--- config.mk ---
export PLATFORM = sky130hd
export DESIGN_NAME = banco_registradores_renome
export DESIGN_NICKNAME = d
export VERILOG_FILES = /design/src/rtl/banco_registradores_renome.sv
export SDC_FILE = /design/constraint.sdc
export NUM_CORES = 1
export LEC_CHECK = 0
export ABC_CLOCK_PERIOD_IN_PS = 5700
export BUFFER_PORTS_ARGS = -buffer_cell sky130_fd_sc_hd__buf_2
export CAP_MARGIN = 20
export CELL_PAD_IN_SITES_DETAIL_PLACEMENT = 1
export CELL_PAD_IN_SITES_GLOBAL_PLACEMENT = 2
export CORE_MARGIN = 2
export CORE_UTILIZATION = 38
export CTS_CLUSTER_SIZE = 10
export DETAILED_ROUTE_END_ITERATION = 12
export GPL_ROUTABILITY_DRIVEN = 0
export PLACE_DENSITY_LB_ADDON = 0.08
export SLEW_MARGIN = 40
export SYNTH_ARGS = -nofsm -noshare
export SYNTH_HDL_FRONTEND = slang
export SYNTH_SLANG_ARGS = --single-unit
--- constraint.sdc ---
create_clock -name clock -period 5.7 [get_ports clock]
set_clock_uncertainty 0.05 [all_clocks]
set_input_delay 0.57 -clock clock [delete_from_list [all_inputs] [get_ports clock]]
set_output_delay 0.57 -clock clock [all_outputs]
set_load 0.005 [all_outputs]
--- src/rtl/banco_registradores_renome.sv ---
// Register file with rename (register-status) table for the Tomasulo core.
// Ports: clock/reset_n (sync, active-low); two operand read ports (data+tag);
// rename write port (ren_en/ren_addr/ren_tag); CDB broadcast (cdb_valid/
// cdb_tag/cdb_data); flush; busy_count (registered); ren_err (sticky).
// Optional macro BANCO_CDB_BYPASS_EN: read ports forward same-cycle CDB.
module banco_registradores_renome #(
  parameter int NREGS  = 8,
  parameter int DATA_W = 16,
  parameter int TAG_W  = 3,
  parameter int ADDR_W = $clog2(NREGS)
) (
  input  logic              clock,
  input  logic              reset_n,
  input  logic [ADDR_W-1:0] rd_addr_a,
  input  logic [ADDR_W-1:0] rd_addr_b,
  output logic [DATA_W-1:0] rd_data_a,
  output logic [TAG_W-1:0]  rd_tag_a,
  output logic [DATA_W-1:0] rd_data_b,
  output logic [TAG_W-1:0]  rd_tag_b,
  input  logic              ren_en,
  input  logic [ADDR_W-1:0] ren_addr,
  input  logic [TAG_W-1:0]  ren_tag,
  input  logic              cdb_valid,
  input  logic [TAG_W-1:0]  cdb_tag,
  input  logic [DATA_W-1:0] cdb_data,
  input  logic              flush,
  output logic [ADDR_W:0]   busy_count,
  output logic              ren_err
);

  localparam int CW = ADDR_W + 1;

  logic [DATA_W-1:0] data_q   [NREGS];
  logic [TAG_W-1:0]  tag_q    [NREGS];
  logic [DATA_W-1:0] data_nxt [NREGS];
  logic [TAG_W-1:0]  tag_nxt  [NREGS];
  logic [CW-1:0]     busy_nxt;

  logic              cdb_ok;
  logic              ren_ok;
  logic              ren_bad;
  logic [NREGS-1:0]  cdb_hit;
  logic [NREGS-1:0]  ren_hit;

  assign cdb_ok  = cdb_valid && (cdb_tag != '0);
  assign ren_ok  = ren_en && (ren_tag != '0);
  assign ren_bad = ren_en && (ren_tag == '0);

  // Next-state for every entry; busy_count is counted from the
  // next-state tags so it lines up with the table after the edge.
  always_comb begin
    busy_nxt = '0;
    cdb_hit  = '0;
    ren_hit  = '0;
    for (int i = 0; i < NREGS; i++) begin
      cdb_hit[i]  = cdb_ok && (tag_q[i] == cdb_tag);
      ren_hit[i]  = ren_ok && (ren_addr == ADDR_W'(i));
      data_nxt[i] = data_q[i];
      tag_nxt[i]  = tag_q[i];
      // A re-rename to the broadcasting tag keeps the entry waiting,
      // so the stale broadcast value must not land there.
      if (cdb_hit[i] && !(ren_hit[i] && ren_tag == cdb_tag))
        data_nxt[i] = cdb_data;
      if (flush)
        tag_nxt[i] = '0;
      else if (ren_hit[i])
        tag_nxt[i] = ren_tag;
      else if (cdb_hit[i])
        tag_nxt[i] = '0;
      if (tag_nxt[i] != '0)
        busy_nxt = busy_nxt + CW'(1);
    end
  end

  always_ff @(posedge clock) begin
    if (!reset_n) begin
      for (int i = 0; i < NREGS; i++) begin
        data_q[i] <= '0;
        tag_q[i]  <= '0;
      end
      busy_count <= '0;
      ren_err    <= 1'b0;
    end else begin
      for (int i = 0; i < NREGS; i++) begin
        data_q[i] <= data_nxt[i];
        tag_q[i]  <= tag_nxt[i];
      end
      busy_count <= busy_nxt;
      if (ren_bad)
        ren_err <= 1'b1;
    end
  end

  always_comb begin
    rd_data_a = data_q[rd_addr_a];
    rd_tag_a  = tag_q[rd_addr_a];
    rd_data_b = data_q[rd_addr_b];
    rd_tag_b  = tag_q[rd_addr_b];
`ifdef BANCO_CDB_BYPASS_EN
    if (cdb_ok && tag_q[rd_addr_a] == cdb_tag) begin
      rd_data_a = cdb_data;
      rd_tag_a  = '0;
    end
    if (cdb_ok && tag_q[rd_addr_b] == cdb_tag) begin
      rd_data_b = cdb_data;
      rd_tag_b  = '0;
    end
`endif
  end

endmodule

==> results of run 1 <==
==> through the flow <==
step	instances	util, %	cell area [um^2]
after global routing	1131	44.86	10470
after CTS	1131	44.77	10450
final	1131	44.86	10470
after floorplan	711	-	8990
after global placement	1099	42.30	9871
after detailed placement	1099	42.41	9896
==> per-layer routing <==
metal	vias up	track usage (%)	share of wire, %
li1	2875	-	-
met2	145	41.76	52
met5	-	0	0
met3	40	3.039	3.2
met4	0	8.571	3.0
met1	3346	28.35	41
==> placed cells by master (no fill, tap or decap), drive strengths merged, types with 5 or more instances in the layout <==
| cell | instances |
|---|---|
| nor2 | 111 |
| or3 | 5 |
| ha | 7 |
| mux2 | 40 |
| clkinvlp | 6 |
| mux4 | 76 |
| nand2 | 64 |
| clkbuf | 17 |
| nor3 | 9 |
| xnor2 | 29 |
| nand3 | 22 |
| buf | 111 |
| edfxtp | 128 |
| a21oi | 28 |
| o31ai | 6 |
| xor2 | 7 |
| dfxtp | 29 |
| and2 | 5 |
| inv | 32 |
| o21ai | 19 |
==> cells by family (layout without fill, tap and decap cells) <==
kind of cell	after synthesis	count (layout)
multiplexers	117	117
XOR/XNOR	39	39
adder cells (fa/ha/maj)	7	7
AND/OR/NAND/NOR	247	247
AO/OA/AOI/OAI	78	78
flip-flops	157	157
buffers and inverters	66	167
==> area by class of cell <==
type | instances | area (um^2) | area share [%]
tap | 319 | 399.1 | 3.814
inverter | 24 | 90.09 | 0.8607
multi-input combinational | 488 | 4348 | 41.54
clock buffer | 17 | 425.4 | 4.065
clock inverter | 15 | 125.1 | 1.195
sequential | 157 | 4428 | 42.31
timing repair buffer | 111 | 650.6 | 6.216
==> worst max-delay path: cells and delay by family, from the launching register on <==
family,cells,cell delay (ns)
AND/OR/NAND/NOR,6,1.20
multiplexers,1,0.28
flip-flops,1,0.40
adder cells (fa/ha/maj),5,1.51
buffers and inverters,2,0.12
AO/OA/AOI/OAI,9,1.66
==> where the power goes <==
part | total (uW) | internal [uW] | switching [uW]
Sequential | 1320 | 1290 | 25.1
Clock | 1080 | 570 | 510
Combinational | 388 | 176 | 211
==> state kept, by name, summed over array words and instances (netlist names) <==
register,count
busy_count,4
ren_err,1
data_q,128
tag_q,24
==> worst max path at each step <==
stage / startpoint / endpoint
final: tag_q[2][0]$_SDFF_PN0_ / busy_count[1]$_SDFF_PN0_
after global routing: tag_q[0][1]$_SDFF_PN0_ / busy_count[1]$_SDFF_PN0_
after CTS: tag_q[0][0]$_SDFF_PN0_ / busy_count[1]$_SDFF_PN0_
after detailed placement: cdb_tag[1] / busy_count[1]$_SDFF_PN0_
after global placement: cdb_tag[1] / busy_count[1]$_SDFF_PN0_
after floorplan: cdb_tag[1] / busy_count[1]$_SDFF_PN0_
==> timing repair <==
| item | in CTS | in global routing |
|---|---|---|
| hold buffers | 0 | 0 |
| hold endpoints to repair | 0 | 0 |
| resized for setup | 0 | 6 |
| endpoints found under the setup margin | 0 | 3 |
==> impl_metrics.tcl, run 1 <==
set metrics [dict create \
    cts_made_buffers 17 \
    path_cells "or3b_1, a211oi_1, o21a_1, o21ai_0, and2_1, ha_1, mux2_2, ha_1, o211a_1, a41o_1, a31oi_2, inv_1, ha_1, and2_1, or2_2, ha_1, inv_1, nor2_1, a31oi_1, o21ai_1, ha_1, nand2b_1, o211a_1" \
    viasPerCell 5.664 \
    synth_area_um2 8990 \
    cp-start-kind "flip-flop" \
    start_util_pct 38.53 \
    area_growth_pct 16.42 \
    htree_levels 4 \
    worstPathMaxFanout 7 \
    die_area_um2 24900 \
    grt_pass1_wl_um 41920 \
    wl_per_cell_um 24.24 \
    rr_endpoint "busy_count[1]$_SDFF_PN0_" \
    synth_edf_count 128 \
    core-area_um2 23330 \
    setup_tns_ns 0 \
    clk_latency_ns 0.43 \
    synth_area_leaders "edfxtp_1 (43%), mux4_2 (19%), dfxtp_1 (6.5%), mux2_2 (4.9%), nor2_1 (4.6%)" \
    n_fill_cell 2470 \
    cts_buffer_depth 2 \
    ys_seq_area_share_pct 49.21 \
    vdd_drop_max_v 0.0001742 \
    io_pins 79 \
    cap_viol_max_count 0 \
    yosysTopAreaCell "edfxtp_1" \
    hold-path-endpoint "ren_err$_SDFFE_PN0P_" \
    die_x_um 157.8 \
    arrival_ns 5.60 \
    clock_sinks 157 \
    cts_tree "done" \
    clk_pin_slew_ns 0.07 \
    synth_flop_cell "edfxtp_1" \
    synth_nets 754 \
    slowest_delay_ns 0.41 \
    drt-total-wl_um 27410 \
    worst-endpoint-required_ns 5.97 \
    ys_async_sr_fraction_pct 0 \
    fmax_mhz 187.7 \
    p_total_uw 2787 \
    pwr_density_cell_nw_per_um2 266.3 \
    num_rows 56 \
    postSynthCellCount 711 \
    grt_overflow_total 0 \
    critPathCaptureType "flip-flop" \
    grt_max_degree 39 \
    setup_violations 0 \
    initialDrtViolationCount 368 \
    whs_path_depth 2 \
    grt_pass1_vias 7109 \
    antenna_left 0 \
    worst_pin_slew_ns 0.7060 \
    worstSetupPathType "flip-flop to flip-flop" \
    post-dp-hpwl_um 18370 \
    clock-root-buffer "clkbuf_16" \
    rrSetupSlack_ns 0.37 \
    status "completed" \
    period_share_pct 93.49 \
    vias 6406 \
    nNetsFinal 842 \
    syn_avg_cell_area_um2 12.64 \
    p_leak_uw 0.003919 \
    grt_setup_unrepaired "no" \
    setup_ws_ns 0.3711 \
    r2r_start "tag_q[2][0]$_SDFF_PN0_" \
    critPathMostFrequentCell "ha_1" \
    drtPass1Iterations 5 \
    relSlewSlack_pct 52.83 \
    track_usage_pct 23.18 \
    hold_violations 0 \
    ys_seq_elements 157 \
    synth_mux_area_share_pct 24.20 \
    synthTopCellsByCount "edfxtp_1 (128), nor2_1 (111), mux4_2 (76)" \
    finalMaxSlewViolations 0 \
    cpMaxStageDelayCell "or3b_1" \
    worstHoldStart "ren_err$_SDFFE_PN0P_" \
    place_ws_ns -0.07832 \
    antenna_cells 0 \
    reg2reg_depth 23 \
    synth_compound_area_share_pct 5.623 \
    synth_xor_area_share_pct 4.356 \
    synthAdderAreaFrac_pct 0.9743 \
    ys_warn_count 0 \
    synth_top_area_share_pct 42.76 \
    die_h_um 157.8 \
    synthSimpleGateAreaFrac_pct 12.68 \
    hp-class "flip-flop to flip-flop" \
    synth_cell_type_count 61 \
    synth_most_common_cell "edfxtp_1" \
    post-route-drc-count 0 \
    drive_gt1_share_pct 35.10 \
    min_period_ns 5.329 \
    numPortBuffers 78 \
    cts_setup_buffers 0 \
    whs_ns 0.4621 \
    synth_top_family_by_area "multiplexers" \
    antenna_found_initial 0 \
]
Note: power is estimated with default switching activity, not from simulation.
==> inputs of run 2 (changes only) <==
--- a/config.mk
+++ b/config.mk
@@ -5,13 +5,14 @@
 export SDC_FILE = /design/constraint.sdc
 export NUM_CORES = 1
 export LEC_CHECK = 0
+export ABC_AREA = 1
 export ABC_CLOCK_PERIOD_IN_PS = 5700
 export BUFFER_PORTS_ARGS = -buffer_cell sky130_fd_sc_hd__buf_2
 export CAP_MARGIN = 20
 export CELL_PAD_IN_SITES_DETAIL_PLACEMENT = 1
 export CELL_PAD_IN_SITES_GLOBAL_PLACEMENT = 2
 export CORE_MARGIN = 2
-export CORE_UTILIZATION = 38
+export CORE_UTILIZATION = 32
 export CTS_CLUSTER_SIZE = 10
 export DETAILED_ROUTE_END_ITERATION = 12
 export GPL_ROUTABILITY_DRIVEN = 0
==> constraint.sdc (replaced) <==
create_clock -name clock -period 5.7 [get_ports clock]
set_clock_uncertainty 0.05 [all_clocks]
set_input_delay 1.71 -clock clock [delete_from_list [all_inputs] [get_ports clock]]
set_output_delay 1.71 -clock clock [all_outputs]
set_load 0.005 [all_outputs]
==> impl_metrics.tcl, run 2 <==
set metrics [dict create \
    io_pins 79 \
    wl_per_cell_um 21.10 \
    grt_overflow_total 0 \
    synth_top_area_share_pct 40.56 \
    critPathMostFrequentCell "nand2_2" \
    cts_buffer_depth 2 \
    drt-total-wl_um 36370 \
    p_leak_uw 0.004867 \
    clock_sinks 157 \
    reg.largest.list "data_q (128), tag_q (24), busy_count (4)" \
    num_rows 63 \
    slowest_delay_ns 0.41 \
    mostFrequentLayoutCells "nand2_1 (186), nor2_1 (173), o21ai_0 (154), inv_1 (134), edfxtp_1 (128)" \
    die_area_um2 31010 \
    largest_register_ffs 128 \
    fmax_mhz 183.6 \
    relSlewSlack_pct 46.59 \
    vdd_drop_max_v 0.0001456 \
    die_h_um 176.1 \
    ys_async_sr_fraction_pct 0 \
    antenna_cells 0 \
    start_util_pct 32.23 \
    synthTopCellsByCount "nand2_1 (195), nor2_1 (174), o21ai_0 (161)" \
    critPathCaptureType "flip-flop" \
    drive_gt1_share_pct 20.99 \
    min_period_ns 5.446 \
    clk_latency_ns 0.43 \
    internal_power_uw 2071 \
    ys_seq_area_share_pct 46.69 \
    pwr_density_cell_nw_per_um2 261.3 \
    cpMaxStageDelayCell "nor4_4" \
    combPwrFrac_pct 17.7 \
    die_x_um 176.1 \
    cp-endpoint "busy_count[1]$_SDFF_PN0_" \
    htree_levels 4 \
    cp-start-kind "input pin" \
    cts_made_buffers 17 \
    ys_warn_count 0 \
    viasPerCell 5.218 \
    syn_avg_cell_area_um2 7.832 \
    post-dp-hpwl_um 24720 \
    setup_violations 0 \
    nNetsFinal 1364 \
    reg2reg_depth 28 \
    sw_frac_of_total_pct 31.22 \
    synth_most_common_cell "nand2_1" \
    layout_commonest_cell "nand2_1" \
    cts_tree "done" \
    antenna_left 0 \
    postSynthCellCount 1210 \
    synth_edf_count 128 \
    initialDrtViolationCount 640 \
    worstSetupPathType "input pin to flip-flop" \
    post-route-drc-count 0 \
    setup_tns_ns 0 \
    final_area_um2 11520 \
    seqPwrFrac_pct 43.9 \
    worstPathMaxFanout 4 \
    cap_viol_max_count 0 \
    period_share_pct 95.54 \
    clk_pin_slew_ns 0.07 \
    ys_seq_elements 157 \
    clkPwrFrac_pct 38.5 \
    grt_pass1_wl_um 55790 \
    dpl-instance-area_um2 10810 \
    synth_cell_type_count 41 \
    core-area_um2 29400 \
    synth_nets 1253 \
    worst-endpoint-required_ns 5.98 \
    status "completed" \
    crit_start "cdb_tag[2]" \
    vias 8996 \
    grt_pass1_vias 9128 \
    hold_violations 0 \
    hp-class "flip-flop to flip-flop" \
    switchingPower_uw 939.9 \
    drtPass1Iterations 5 \
    arrival_ns 5.73 \
    synth_area_um2 9477 \
    antenna_found_initial 0 \
    synth_area_leaders "edfxtp_1 (41%), o21ai_0 (8.5%), nand2_1 (7.7%), nor2_1 (6.9%), dfxtp_1 (6.1%)" \
    largest-register "data_q" \
    yosysTopAreaCell "edfxtp_1" \
    worst_pin_slew_ns 0.7993 \
    track_usage_pct 24.09 \
    finalMaxSlewViolations 0 \
    numPortBuffers 78 \
    r2r_start "tag_q[0][2]$_SDFF_PN0_" \
    synth_flop_cell "edfxtp_1" \
    rrSetupSlack_ns 1.30 \
    rr_endpoint "busy_count[1]$_SDFF_PN0_" \
    clock-root-buffer "clkbuf_16" \
    grt_max_degree 90 \
    area_growth_pct 21.59 \
]
## run 2: worst min-delay path by stage
stage,startpoint,endpoint,slack [ns],cells after the start
3_5_place_dp,ren_err$_SDFFE_PN0P_,ren_err$_SDFFE_PN0P_,0.40,2
3_3_place_gp,ren_err$_SDFFE_PN0P_,ren_err$_SDFFE_PN0P_,0.39,2
4_1_cts,ren_err$_SDFFE_PN0P_,ren_err$_SDFFE_PN0P_,0.41,2
5_1_grt,ren_err$_SDFFE_PN0P_,ren_err$_SDFFE_PN0P_,0.44,2
6_report,ren_err$_SDFFE_PN0P_,ren_err$_SDFFE_PN0P_,0.41,2
2_1_floorplan,ren_err$_SDFFE_PN0P_,ren_err$_SDFFE_PN0P_,0.40,2
## run 2: power groups by stage
stage	registers [uW]	clock network (uW)	logic (uW)
2_1_floorplan	1340	0	287
3_3_place_gp	1340	0	514
3_5_place_dp	1350	0	520
4_1_cts	1320	1170	524
5_1_grt	1330	1210	591
6_report	1320	1160	533
## run 2: metrics by stage
stage               instances  worst slack, ns  hold WS (ns)  util, %  total power [uW]
detailed placement       1685          -0.4853        0.3985    36.76              1866
finish                   1724           0.2544        0.4119    39.19              3011
CTS                      1720         0.004466        0.4134    38.87              3014
global placement         1685          -0.3468        0.3942    36.74              1859
floorplan                1210          0.01186        0.3966        -              1626
global route             1724        -0.007441        0.4391    39.19              3130
## run 2: cells by family after synthesis
group	after synthesis	synth area share (%)
AOI/OAI and AO/OA	356	21.05
xor gates and xnor gates	8	0.7394
adders and majority gates	7	0.9242
buffers and inverters	228	9.189
DFF	157	46.69
and+or+nand+nor	454	21.42
## run 2: critical path, delay by kind of cell
kind            cells  cell delay [ns]
compound gates      6             0.75
buf+inv             7             0.49
fa+ha+maj           6             1.53
simple gates       11             1.26
## run 2: layout make-up
cell class	count	area [um^2]
clock buffer	17	425.4
clock inverter	15	163.9
fill	3562	17880
inverter	155	588.1
multi-input combinational	825	4294
sequential	157	4424
tap	390	488.0
timing repair buffer	165	1139
## run 2: layer usage
layer  share of wire [%]  vias to the layer above  track usage, %
li1                    -                     4336               -
met1                  50                     4445           34.79
met2                  45                      184           38.69
met3                 3.1                       31           2.412
met4                 1.5                        0           6.061
met5                   0                        -               0
## run 2: what timing repair did
action                     CTS  global route
hold endpoints to repair     0             0
setup endpoints to repair    1             3
resized for setup            8            14
cloned                       0             0
pin swaps                    3            12
buffers inserted             3             4
hold buffers                 0             0
